===== config.mk =====
export PLATFORM = sky130hd
export DESIGN_NAME = alu_result_stage
export DESIGN_NICKNAME = d
export VERILOG_FILES = /design/src/rtl/alu_result_stage.sv
export SDC_FILE = /design/constraint.sdc
export NUM_CORES = 1
export LEC_CHECK = 0
export ABC_AREA = 1
export CAP_MARGIN = 20
export CORE_MARGIN = 2
export CORE_UTILIZATION = 37
export CTS_BUF_LIST = sky130_fd_sc_hd__clkbuf_4 sky130_fd_sc_hd__clkbuf_8 sky130_fd_sc_hd__clkbuf_16
export CTS_CLUSTER_SIZE = 8
export DETAILED_ROUTE_END_ITERATION = 6
export PLACE_DENSITY = 0.87
export SETUP_SLACK_MARGIN = 0.4
export SLEW_MARGIN = 40
export SYNTH_ARGS = -nofsm -noshare
export SYNTH_HDL_FRONTEND = slang
export SYNTH_SLANG_ARGS = --single-unit

===== constraint.sdc =====
create_clock -name sig_CLK -period 1.75 [get_ports sig_CLK]
set_input_delay 0.35 -clock sig_CLK [delete_from_list [all_inputs] [get_ports sig_CLK]]
set_output_delay 0.35 -clock sig_CLK [all_outputs]
set_load 0.005 [all_outputs]

===== src/rtl/alu_result_stage.sv =====
// ALU result stage: captures an ALU result byte with its status bits, optionally
// applies a two-step BCD adjust (low nibble, then high nibble), and holds the
// result with registered flags until the consumer acknowledges it.
// Optional feature macro: ALU_RESULT_DECIMAL_EN builds the decimal adjust path.
// Without it, DAA/DSA are ignored and every capture goes straight to HOLD.
module alu_result_stage (
    input  logic       sig_CLK,
    input  logic       sig_RST,
    input  logic       sig_LOAD,
    input  logic [7:0] ALU_IN,
    input  logic       sig_ACR_IN,
    input  logic       sig_AVR_IN,
    input  logic       sig_HC_IN,
    input  logic       sig_DAA,
    input  logic       sig_DSA,
    input  logic       sig_ACK,
    output logic [7:0] ADD_OUT,
    output logic       sig_C,
    output logic       sig_V,
    output logic       sig_Z,
    output logic       sig_N,
    output logic       sig_VALID,
    output logic       sig_BUSY
);

    typedef enum logic [1:0] {
        IDLE   = 2'd0,
        ADJ_LO = 2'd1,
        ADJ_HI = 2'd2,
        HOLD   = 2'd3
    } state_t;

    state_t state_r;
    logic   load_accept_s;

    // A new operand is taken from IDLE, or from HOLD when the old one is acknowledged.
    assign load_accept_s = sig_LOAD &&
                           ((state_r == IDLE) || ((state_r == HOLD) && sig_ACK));

`ifdef ALU_RESULT_DECIMAL_EN
    logic       daa_r;
    logic       dsa_r;
    logic       hc_r;
    logic       acr_r;
    logic [8:0] lo_sum_s;
    logic [7:0] lo_val_s;
    logic       lo_c_s;
    logic [7:0] hi_val_s;
    logic       hi_c_s;

    // Low-nibble adjust: the working value is ADD_OUT, the running carry is sig_C.
    always_comb begin
        lo_sum_s = {1'b0, ADD_OUT} + 9'h006;
        if (daa_r && (hc_r || (ADD_OUT[3:0] > 4'd9))) begin
            lo_val_s = lo_sum_s[7:0];
            lo_c_s   = sig_C | lo_sum_s[8];
        end else if (dsa_r && !hc_r) begin
            lo_val_s = ADD_OUT - 8'h06;
            lo_c_s   = sig_C;
        end else begin
            lo_val_s = ADD_OUT;
            lo_c_s   = sig_C;
        end
    end

    // High-nibble adjust: DAA may force carry, DSA keys off the captured carry.
    always_comb begin
        if (daa_r && (sig_C || (ADD_OUT[7:4] > 4'd9))) begin
            hi_val_s = ADD_OUT + 8'h60;
            hi_c_s   = 1'b1;
        end else if (dsa_r && !acr_r) begin
            hi_val_s = ADD_OUT - 8'h60;
            hi_c_s   = sig_C;
        end else begin
            hi_val_s = ADD_OUT;
            hi_c_s   = sig_C;
        end
    end
`else
    logic unused_s;
    assign unused_s = ^{sig_DAA, sig_DSA, sig_HC_IN};
`endif

    // Result FSM: capture, optional two-step adjust, hold until acknowledged.
    always_ff @(posedge sig_CLK) begin
        if (sig_RST) begin
            state_r   <= IDLE;
            ADD_OUT   <= 8'h00;
            sig_C     <= 1'b0;
            sig_V     <= 1'b0;
            sig_Z     <= 1'b0;
            sig_N     <= 1'b0;
            sig_VALID <= 1'b0;
            sig_BUSY  <= 1'b0;
`ifdef ALU_RESULT_DECIMAL_EN
            daa_r     <= 1'b0;
            dsa_r     <= 1'b0;
            hc_r      <= 1'b0;
            acr_r     <= 1'b0;
`endif
        end else if (load_accept_s) begin
            ADD_OUT  <= ALU_IN;
            sig_C    <= sig_ACR_IN;
            sig_V    <= sig_AVR_IN;
            sig_Z    <= (ALU_IN == 8'h00);
            sig_N    <= ALU_IN[7];
            sig_BUSY <= 1'b1;
`ifdef ALU_RESULT_DECIMAL_EN
            daa_r    <= sig_DAA;
            dsa_r    <= sig_DSA & ~sig_DAA;
            hc_r     <= sig_HC_IN;
            acr_r    <= sig_ACR_IN;
            if (sig_DAA || sig_DSA) begin
                state_r   <= ADJ_LO;
                sig_VALID <= 1'b0;
            end else begin
                state_r   <= HOLD;
                sig_VALID <= 1'b1;
            end
`else
            state_r   <= HOLD;
            sig_VALID <= 1'b1;
`endif
        end else begin
            case (state_r)
                IDLE: begin
                    sig_VALID <= 1'b0;
                    sig_BUSY  <= 1'b0;
                end
`ifdef ALU_RESULT_DECIMAL_EN
                ADJ_LO: begin
                    ADD_OUT   <= lo_val_s;
                    sig_C     <= lo_c_s;
                    sig_Z     <= (lo_val_s == 8'h00);
                    sig_N     <= lo_val_s[7];
                    state_r   <= ADJ_HI;
                end
                ADJ_HI: begin
                    ADD_OUT   <= hi_val_s;
                    sig_C     <= hi_c_s;
                    sig_Z     <= (hi_val_s == 8'h00);
                    sig_N     <= hi_val_s[7];
                    sig_VALID <= 1'b1;
                    state_r   <= HOLD;
                end
`endif
                HOLD: begin
                    if (sig_ACK) begin
                        state_r   <= IDLE;
                        sig_VALID <= 1'b0;
                        sig_BUSY  <= 1'b0;
                    end else begin
                        sig_VALID <= 1'b1;
                        sig_BUSY  <= 1'b1;
                    end
                end
                default: begin
                    state_r   <= IDLE;
                    sig_VALID <= 1'b0;
                    sig_BUSY  <= 1'b0;
                end
            endcase
        end
    end

endmodule

* Word level (Yosys, flattened, before mapping)
Index checks and enable logic that the tools add are counted.
** Storage, ports and cells
- Flip-flop bits (word level) :: 15
- Memories :: 0
- ROM bits :: 0
- Word-level logic and storage cells :: 22
- Input port bits :: 17
- Bits in latches :: 0
- RAM bits :: 0
** Cells by class
- Bitwise operators :: 0
- Shift-type cells :: 0
- $add $sub $neg :: 0
- Muxes and demuxes :: 6
- Eq/ne operators :: 3
- Order comparisons :: 0
- Reduce and logical (&&, ||, !) cells :: 6
- Div/mod/pow operators :: 0
- Multiply operators :: 0
** Operators by type and width (count)
- $logic_not 8->1 :: 1
- $mux 2 :: 2
- $pmux 2 s2 :: 1
- $mux 1 :: 3
- $ne 3x3->1 const B :: 1
- $eq 2x2->1 const B :: 1
- $logic_and 1x1->1 :: 2
- $logic_not 2->1 :: 1
- $ne 2x2->1 const B :: 1
- $reduce_and 2->1 :: 1
- $logic_or 1x1->1 :: 1

* Logic depth before layout (Yosys ltp)
Gate-level depths: netlist (run 1).
- Depth in word-level cells :: 6
- Gate-level depth with buffers :: 6

* Least setup slack after synthesis (run 1)
Ideal clock, no wire load.
- Path type :: input-to-reg
- Start :: in sig_ACK
- End :: reg ADD_OUT[1]
- Arrival time :: 0.797 ns
- Cell stages on the path :: 6
- Required time :: 1.637 ns
- Buffers on the path :: 1
- Slack :: 0.840 ns
- Cell sequence :: inv_1 > nand2_2 > nand2_4 > buf_6 > o21ai_1 > nor2_1
** On the way
- Cells in the longest elaborated chain, start to end :: 3
** RTL lines
- from (decl) :: line 16 : input logic sig_ACK,
- $logic_and 1x1->1 :: line 38 : ((state_r == IDLE) || ((state_r == HOLD) && sig_ACK));
- $logic_or 1x1->1 :: line 38
- $logic_and 1x1->1 :: line 37 : assign load_accept_s = sig_LOAD &&
- to (signal assigned) :: line 88 : ADD_OUT <= 8'h00;
- to (signal assigned) :: line 102 : ADD_OUT <= ALU_IN;
- to (decl) :: line 17 : output logic [7:0] ADD_OUT,
Every way passes these cells.
A chain may end at the register's enable or synchronous reset.

* Worst setup path after layout (run 1)
- Start :: reg ADD_OUT[7]
- End :: out ADD_OUT[7]
No word-level cell between the ends.

==> reports/metrics.cfg, run 1 <==
[flow_run]
maxCapViolations=0

[global_routing]
grt_pass1_wl_um=1570
antenna_found_initial=0
grt_max_degree=16
grt_pass1_vias=401
grt_usage_pct=15.5
grt-ovfl-total=0

[logic_synthesis]
synth_cell_type_count=14
synthTopCellsByCount=nor2_1 (27), dfxtp_1 (13), o21ai_1 (6), nand2_1 (4)
synth-compound-area-share_pct=12.6
synthAdderAreaFrac_pct=0
synth_largest_area_cell=dfxtp_1
synthArstFlopShare_pct=0
synth_top_family_by_area=simple AND/OR/NAND/NOR gates
synthMuxAreaShare_pct=0
synthTopCellsByArea=dfxtp_1 (51%), nor2_1 (20%), o21ai_1 (5.9%), o21ai_0 (3.0%), buf_4 (3.0%)
syn_area_um2=507
synth_edf_count=0
yosysWarnings=0
syn-instance-count=66
synth_seq_cells=13
synth_top_area_share_pct=51.4
ys_seq_area_share_pct=51.4
synth_xor_area_share_pct=0
synth_flop_cell=dfxtp_1
synth_area_per_cell_um2=7.68
synth-simple-area-share_pct=26.4
syn_nets=83
yosysMostFrequentCell=nor2_1

[sta]
finalMaxSlewViolations=0
fin_setup_tns_ps=0
setup_viol=0
period_needed_ps=1280
rsz0062_at_grt=false
hold_viol=0
skew_ps=2.30
worstMarginPinSlew_ps=296
fmax_mhz=780
slew_headroom_pct=80.3
finalCritPeriodShare_pct=73.3

[place]
place.gp.congestion=0.645
dpl.hpwl_um=875
io_buffers=27

[route]
drc_errors=0
via_count=491
drt_wl_total_um=1150
viasPerCell=4.50
drtAntennaViolNets=0
drtIter0Drc=11
first_pass_iters=4
wl_per_cell_um=10.6

[floorplanning]
ios=31
start_util_pct=39.4
core_um2=1280
die_w_um=41.0
dieArea_um2=1680
die_h_um=41.0
rows=13

[cells_and_area]
antenna_cells=0
fillers=120
syn2layout_area_growth_pct=56.0
layout.nets=112
final_util_pct=61.5
drive_gt1_share_pct=16.0

[hold_path]
min_path_type=flop to flop

[setup_path]
crit_path_max_fanout=2
cpLargestDelayFamily=buffers and inverters
crit_slowest_cell=dfxtp_2
critPathArrivalTime_ps=930
path_buf_inv=2
worstPathCellList=buf_4 -> clkdlybuf4s15_1
worstPathRequired_ps=1400
cp-start-kind=flop
slowest_delay_ps=320
crit_type=flop to output port
crit_path_end_kind=output port

[clocking]
cts.path.max_buffers=2
clk_pin_slew_worst_paths_ps=80
cts_sinks=13
htreeDepth=1
tritoncts=done
clk_latency_ps=280
cts_buffers=3
cts-root-buf=clkbuf_4

[pwr]
p_leak_nw=0.380
powerDensity_nw_per_um2=827
vdd_drop_max_v=0.000651

[outcome]
status=finished, final reports clean

==> per-stage QoR <==
| stage | power [mW] | cell area, um^2 | hold slack (ps) | cells | setup WS, ps |
|---|---|---|---|---|---|
| 2_1_floorplan | 0.393 | 507 | 419 | 66 | 840 |
| 3_3_place_gp | 0.467 | 762 | 461 | 104 | 323 |
| 3_5_place_dp | 0.473 | 762 | 475 | 104 | 263 |
| 4_1_cts | 0.659 | 790 | 479 | 109 | 403 |
| 5_1_grt | 0.690 | 791 | 502 | 109 | 433 |
| 6_report | 0.654 | 791 | 473 | 109 | 468 |
==> metal layers <==
layer | global-route usage, % | routed length (um) | vias to the layer above
met5 | 0 | 0 | -
met1 | 14.5 | 439 | 215
met4 | 7.50 | 5 | 0
li1 | - | - | 259
met2 | 26.2 | 621 | 15
met3 | 9.78 | 84 | 2
==> flip-flops by register name, indices dropped and copies added, names as in the netlist <==
| name | cells |
|---|---|
| ADD_OUT | 8 |
| sig_Z | 1 |
| state_r | 1 |
| sig_BUSY | 1 |
| sig_V | 1 |
| sig_C | 1 |
==> where the power goes <==
group	internal (mW)	switching, mW	leakage (nW)
Sequential	0.321	0.00983	0.110
Combinational	0.0685	0.0534	0.251
Clock	0.104	0.0978	0.0184
Total	0.493	0.161	0.380
==> area by class of cell <==
cell class	instances	area [um^2]	share of cell area (%)
tap	15	18.8	2.37
multi-input combinational	45	198	25.0
sequential	13	268	33.9
timing repair buffer	28	262	33.1
clock buffer	4	30.0	3.80
inverter	4	15.0	1.90
==> cells in the final DEF, fill, tap and decap left out, types with 2 or more instances in the layout <==
cell type and instances:
inv_1 3, dfxtp_2 6, clkdlybuf4s50_1 13, o21ai_1 6, a21oi_1 2, nor2_1 27
clkbuf_4 4, nand2_1 4, dfxtp_1 7, o21ai_0 3, dlygate4sd2_1 13
==> cell families after synthesis <==
logic type             Yosys count
buffers and inverters            8
AO/OA/AOI/OAI                   12
AND/OR/NAND/NOR                 33
flip-flops                      13
==> worst register-to-register path: stages, from the launching register on <==
cell	delay, ps
dfxtp_1	340
nand2_2	90
nand2_4	160
inv_2	120
nor2_1	120
nor2_1	60
==> final timing paths <==
kind                            from                 endpoint  slack (ps)  cells after the start
min reg2reg  ADD_OUT[0]$_SDFFE_PP0P_  ADD_OUT[0]$_SDFFE_PP0P_         470                      2
max          ADD_OUT[7]$_SDFFE_PP0P_               ADD_OUT[7]         470                      2
min          ADD_OUT[0]$_SDFFE_PP0P_  ADD_OUT[0]$_SDFFE_PP0P_         470                      2
max reg2reg  state_r[0]$_SDFFE_PP0P_       sig_V$_SDFFE_PP0P_         760                      5
==> timing repair <==
item                                    CTS  global route
buffers inserted                          1             0
resized for setup                        20             1
endpoints found under the setup margin   14             1
endpoints found under the hold margin     0             0
hold buffers                              0             0
Note: power is estimated with default switching activity, not from simulation.
==> run 2: changes to the inputs <==
- CORE_ASPECT_RATIO: default -> 0.8
- CORE_UTILIZATION: 37 -> 31
- PLACE_DENSITY: 0.87 -> 0.79
- clock period: 1.75 -> 1.05 ns (I/O delays scaled with it)
==> reports/metrics.cfg, run 2 (synthesis gave the netlist of run 1 again) <==
[setup_path]
worstPathCellList=buf_6
path_buf_inv=1
crit_type=flop to output port
crit_slowest_cell=dfxtp_2
cp-start-kind=flop
critPathArrivalTime_ps=720
crit_path_end_kind=output port
cpLargestDelayFamily=flip-flops
worstPathRequired_ps=840
crit_path_max_fanout=2
slowest_delay_ps=340

[sta]
skew_ps=7.31
finalCritPeriodShare_pct=88.9
worstMarginPinSlew_ps=369
setup_viol=0
rsz0062_at_grt=true
finalMaxSlewViolations=0
period_needed_ps=933
slew_headroom_pct=75.4
fmax_mhz=1070
hold_viol=0

[cells_and_area]
antenna_cells=0
largest_register_ffs=8
syn2layout_area_growth_pct=91.9
layout_common_cells=nor2_1 (21), dfxtp_2 (13), o21ai_2 (8), buf_6 (8), buf_2 (7)
final_util_pct=61.6
drive_gt1_share_pct=61.2
layout.nets=121
final_cells=125
final_common_cell=nor2_1
largest_register=ADD_OUT
fillers=154

[route]
drc_errors=0
drt_wl_total_um=1370
via_count=527
wl_per_cell_um=10.9
viasPerCell=4.22
drtAntennaViolNets=0
first_pass_iters=2
drtIter0Drc=1

[global_routing]
grt-ovfl-total=0
grt_pass1_wl_um=1920
antenna_found_initial=0
grt_max_degree=9
grt_usage_pct=13.4
grt_pass1_vias=448

[floorplanning]
ios=31
die_w_um=49.2
dieArea_um2=1980
core_um2=1580
rows=13
start_util_pct=32.1
die_h_um=40.2

[clocking]
htreeDepth=1
tritoncts=done
cts_buffers=3
clk_latency_ps=270
cts-root-buf=clkbuf_4
cts_sinks=13
clk_pin_slew_worst_paths_ps=80
cts.path.max_buffers=2
cts_hold_buf=0

[hold_path]
min_path_type=input port to flop

[outcome]
status=finished, final reports clean

[pwr]
vdd_drop_max_v=0.00103
finalPower_mw=1.18
powerDensity_nw_per_um2=1220
p_leak_nw=0.457

[place]
dp_cells=114
place.gp.congestion=0.687
dpl.hpwl_um=830
io_buffers=27

[flow_run]
maxCapViolations=0

run 2: final cells by class:
type | instances | area (um^2) | area share [%]
timing repair buffer | 34 | 300 | 30.9
inverter | 4 | 26.3 | 2.70
timing repair inverter | 2 | 18.8 | 1.93
clock buffer | 4 | 30.0 | 3.09
sequential | 13 | 277 | 28.4
multi-input combinational | 46 | 293 | 30.1
tap | 22 | 27.5 | 2.83
run 2: metal layers:
layer  track usage [%]  vias to the layer above  routed length, um
li1                  -                      281                  -
met1              12.8                      224                513
met5                 0                        -                  0
met3              9.33                        0                146
met2              25.0                       22                705
met4              2.14                        0                  0
run 2: path summary, 6_finish.rpt:
path	startpoint	endpoint	slack [ps]	cells after the start
worst max register to register	state_r[0]$_SDFFE_PP0P_	ADD_OUT[6]$_SDFFE_PP0P_	160	5
worst max-delay path	ADD_OUT[0]$_SDFFE_PP0P_	ADD_OUT[0]	120	1
worst min-delay path	ALU_IN[6]	ADD_OUT[6]$_SDFFE_PP0P_	220	3
worst min register to register	ADD_OUT[7]$_SDFFE_PP0P_	ADD_OUT[7]$_SDFFE_PP0P_	480	2
run 2: per-stage QoR:
stage | setup TNS [ps] | worst slack, ps | cell area [um^2] | hold WS, ps
2_1_floorplan | 0 | 229 | 518 | 272
3_3_place_gp | -2780 | -254 | 805 | 460
3_5_place_dp | -3090 | -292 | 805 | 476
4_1_cts | 0 | 113 | 897 | 321
5_1_grt | 0 | 93.3 | 972 | 261
6_report | 0 | 117 | 972 | 225
run 2: report_power, final:
| group | leakage, nW | internal (mW) | switching [mW] |
|---|---|---|---|
| registers | 0.112 | 0.539 | 0.0246 |
| logic | 0.326 | 0.157 | 0.136 |
| clock network | 0.0184 | 0.173 | 0.154 |
| total | 0.457 | 0.869 | 0.314 |
run 2: repair_timing:
item	in CTS	in global routing
buffers inserted	2	2
gates cloned	3	0
pin swaps	8	5
endpoints found under the setup margin	27	27
gates resized for setup	100	14
